`config.mk`:
```
export PLATFORM = sky130hd
export DESIGN_NAME = prio2bin_seq
export DESIGN_NICKNAME = d
export VERILOG_FILES = /design/src/rtl/prio2bin_seq.sv
export SDC_FILE = /design/constraint.sdc
export NUM_CORES = 1
export LEC_CHECK = 0
export ABC_AREA = 0
export ABC_CLOCK_PERIOD_IN_PS = 8200
export BUFFER_PORTS_ARGS = -buffer_cell sky130_fd_sc_hd__buf_4
export CAP_MARGIN = 20
export CORE_ASPECT_RATIO = 1.5
export CORE_UTILIZATION = 42
export DETAILED_ROUTE_END_ITERATION = 8
export PLACE_DENSITY = 0.71
export SYNTH_ARGS = -nofsm -noshare
export SYNTH_HDL_FRONTEND = slang
export SYNTH_SLANG_ARGS = --single-unit
```
`constraint.sdc`:
```
create_clock -name clk -period 8.2 [get_ports clk]
set_input_delay 2.46 -clock clk [delete_from_list [all_inputs] [get_ports clk]]
set_output_delay 2.46 -clock clk [all_outputs]
set_load 0.05 [all_outputs]
```
`src/rtl/prio2bin_seq.sv`:
```
// prio2bin_seq: serialises a request bitmap into a stream of set-bit indices, highest first.
module prio2bin_seq #(
  parameter int DW = 64,
  parameter int AW = $clog2(DW)
) (
  input  logic          clk,
  input  logic          nreset,
  input  logic          clear,
  input  logic          in_valid,
  output logic          in_ready,
  input  logic [DW-1:0] in,
  output logic          out_valid,
  input  logic          out_ready,
  output logic [AW-1:0] out_index,
  output logic          out_last,
  output logic          busy
);
  logic          r_busy;
  logic [DW-1:0] r_pending;
  logic [AW-1:0] w_idx;
  logic [DW-1:0] w_rest;
  logic          w_last;
  logic          w_hs;
  logic          w_acc;
  // Ascending scan so the last hit, i.e. the highest set bit, wins.
  always_comb begin
    w_idx = '0;
    for (int i = 0; i < DW; i++)
      if (r_pending[i]) w_idx = AW'(i);
  end
  assign w_rest    = r_pending & ~(DW'(1) << w_idx);
  assign w_last    = r_busy && (w_rest == '0);
  assign w_hs      = r_busy && out_ready;
  assign in_ready  = !clear && (!r_busy || (w_hs && w_last));
  assign w_acc     = in_valid && in_ready;
  assign out_valid = r_busy;
  assign out_index = r_busy ? w_idx : '0;
  assign out_last  = w_last;
  assign busy      = r_busy;
  // An accepted all-zero vector falls through to the handshake branch, retiring the last index.
  always_ff @(posedge clk or negedge nreset) begin
    if (!nreset) begin
      r_busy    <= 1'b0;
      r_pending <= '0;
    end else if (clear) begin
      r_busy    <= 1'b0;
      r_pending <= '0;
    end else if (w_acc && |in) begin
      r_busy    <= 1'b1;
      r_pending <= in;
    end else if (w_hs) begin
      r_busy    <= !w_last;
      r_pending <= w_rest;
    end
  end
endmodule
```
==> qor.txt <==
Part of the Yosys area used for sequential elements: 0.278
Final Hold Fails: 0
Most common cell after layout, fill and taps aside: buf_4
Skew-Pair Late Insertion Delay: 350 ps
Clk pwr share: 0.237
Setup CP Type: reg -> out
Antenna-violating nets left: 0
Pleak: 2.57 nW
CP Data Arrival Time: 5500 ps
Worst Setup Start Kind: register
CTS clk-pin slew, worst paths: 70 ps
CTS tree: yes
Yosys cell types: 70
Post-CTS Setup Repair Bufs: 0
Min Tclk post-route: 7960 ps
Ant. Diodes: 0
Net switching fraction of the power: 0.492
Syn nets: 854
Gr usage total: 0.407
Die Wd: 98.3 µm
Sequential cell area: 1630 µm²
Reg power frac: 0.288
Vias per std cell: 7.27
Core Area: 13500 µm²
Internal: 0.810 mW
Critical path origin: r_pending[20]$_DFFE_PN0P_
CP endpoint: out_last
Number of fill cells: 1388
Place WS: 740 ps
Relative slew slack: 0.296
Final setup violation count: 0
HP Start: r_pending[1]$_DFFE_PN0P_
Cell Rows: 52
Wire length of the first global-routing pass: 43.6 mm
Slew of the pin with the lowest slew margin: 1030 ps
Post-synthesis cell count: 785
Met3 WL: 2.21 mm
Layout Nets: 904
Final worst slack: 240 ps
CTS Buffer Depth: 2
Yosys reg bits: 65
GP Congestion: 1.05
Total grt overflow: 0
Number of enable flip-flop cells after synthesis: 0
Critical Path RT: 5740 ps
Initial antenna violation count: 1
Routed len/inst: 28.8 µm
TritonCTS Buffers: 9
Number of max-cap violations: 0
Top layer in use: met4
Via count: 7285
Initial Util: 0.432
Drc violations: 5
Routed WL: 28.9 mm
P&R area growth vs syn: 18.0%
Status: finished with violations
CTS root buf: clkbuf_16
Detailed Place HPWL: 22.0 mm
Power Density: 232 nW/µm²
H-tree depth: 3
Most frequent cells in the layout: buf_4, nand2_1, nand3_1, dfrtp_1, nor2_1
Switching pwr: 0.786 mW
VDD IR max: 144 µV
Fmax: 126 MHz
Reg-to-reg setup timing slack: 2090 ps
Fin Setup TNS: 0 ps
Worst r2r path cells: 15
Syn Area/Cell: 7.44 µm²
Clk_skew: 12.2 ps
DR pass1 iterations: 7
CTS sink cnt: 65
Vias in the first global route: 7071
CTS Hold Bufs: 0
Wl on met1: 10.3 mm
Asr flop ratio synth: 1.00
Netlist area before placement: 5840 µm²
Reg2reg start: r_pending[20]$_DFFE_PN0P_
DRT iter0 DRCs: 814
Multi-input logic area: 3830 µm²
Synth Flop Type: dfrtp_1
Count of boundary I/O pins: 79
Syn. warnings: 0
Die height: 146 µm
Die Area: 14400 µm²
Worst Hold Class: reg -> reg
Largest net degree at the start of global routing: 66
Failing checks: DRC
Tcrit/Tclk final: 0.971
Layout cells sized above 1: 0.183
Crit-path max FO: 8
Slew Limit Fails: 0
Crit end category: output port
RSZ-0062 raised after global routing: no
CTS resizes: 0
Met2 WL post-DR: 14.1 mm
IO buf count: 78
Comb pwr share: 0.475
R2R Path End: r_pending[50]$_DFFE_PN0P_
cells by family (layout without fill, tap and decap cells):
family                 count (synthesis)  after routing  share of synthesized area
DFF                                   65             65                      0.278
and+or+nand+nor                      398            398                      0.350
buffers and inverters                 97            152                     0.0702
AOI/OAI and AO/OA                    225            225                      0.301
critical path, cell delays in order, from the launching register on:
cell       delay [ps]
dfrtp_1           450
nor4_1            800
o2111ai_1         380
a211oi_1          340
nor2_1            250
nor3_1            590
o211ai_1          350
nand2_1           280
nand4_1           110
or4b_2            680
nor3_1            270
nand4_1           140
nor3_1            260
buf_4             240
how the worst min path moves through the flow:
stage                               end  slack, ps  cells after the start
2_1_floorplan  r_pending[1]$_DFFE_PN0P_        480                      2
3_3_place_gp   r_pending[1]$_DFFE_PN0P_        530                      2
3_5_place_dp   r_pending[1]$_DFFE_PN0P_        530                      2
4_1_cts        r_pending[1]$_DFFE_PN0P_        540                      2
5_1_grt        r_pending[1]$_DFFE_PN0P_        570                      2
6_report       r_pending[1]$_DFFE_PN0P_        540                      2
metrics by stage:
stage / cells / util / cell area (µm²) / total power, mW / hold WS, ps
after floorplan: 785 / - / 5840 / 0.858 / 483
after detailed placement: 986 / 0.489 / 6620 / 1.19 / 526
after CTS: 1002 / 0.510 / 6900 / 1.56 / 540
after global routing: 1002 / 0.510 / 6900 / 1.65 / 566
final: 1002 / 0.510 / 6900 / 1.60 / 544
after global placement: 986 / 0.489 / 6620 / 1.20 / 527
Yosys cell counts (all sizes together), types with 4 or more instances:
cell type | number | share of area
o31ai | 19 | 0.027
o311ai | 36 | 0.054
nand4 | 17 | 0.018
a21oi | 23 | 0.020
a221oi | 4 | 0.0060
nor4 | 34 | 0.036
nand2b | 6 | 0.0064
or4 | 24 | 0.032
o31a | 5 | 0.0090
a211oi | 9 | 0.012
nand3 | 92 | 0.079
nor2b | 9 | 0.0096
dfrtp | 65 | 0.28
or2 | 7 | 0.0075
o211ai | 34 | 0.045
buf | 10 | 0.014
clkbuf | 65 | 0.042
or3 | 5 | 0.0062
inv | 21 | 0.013
o2111ai | 17 | 0.025
o21ai | 24 | 0.021
o41ai | 6 | 0.0090
nor2 | 59 | 0.038
a221o | 6 | 0.010
nor3 | 28 | 0.029
a2111oi | 5 | 0.0075
nand2 | 99 | 0.064
area by class of cell:
cell class                      count  area share
Sequential cell                    65       0.236
Inverter                           22      0.0120
Clock buffer                       10      0.0332
Clock inverter                      6     0.00744
Timing Repair Buffer              114       0.126
Tap cell                          162      0.0294
Multi-Input combinational cell    623       0.556
metal layers:
metal | track usage | vias to the layer above
li1 | - | 3182
met1 | 0.466 | 3500
met2 | 0.698 | 470
met3 | 0.0637 | 133
met4 | 0.269 | 0
met5 | 0 | -
power groups by stage:
| stage | Clock [mW] | Sequential, mW | Combinational, mW |
|---|---|---|---|
| 6_report | 0.378 | 0.460 | 0.758 |
| 5_1_grt | 0.392 | 0.465 | 0.792 |
| 4_1_cts | 0.379 | 0.453 | 0.730 |
| 3_5_place_dp | 0 | 0.459 | 0.727 |
| 3_3_place_gp | 0 | 0.459 | 0.739 |
| 2_1_floorplan | 0 | 0.404 | 0.454 |
sequential cells by signal, indices dropped and copies added (netlist names):
register / count
busy: 1
r_pending: 64
Note: power is estimated with default switching activity, not from simulation.
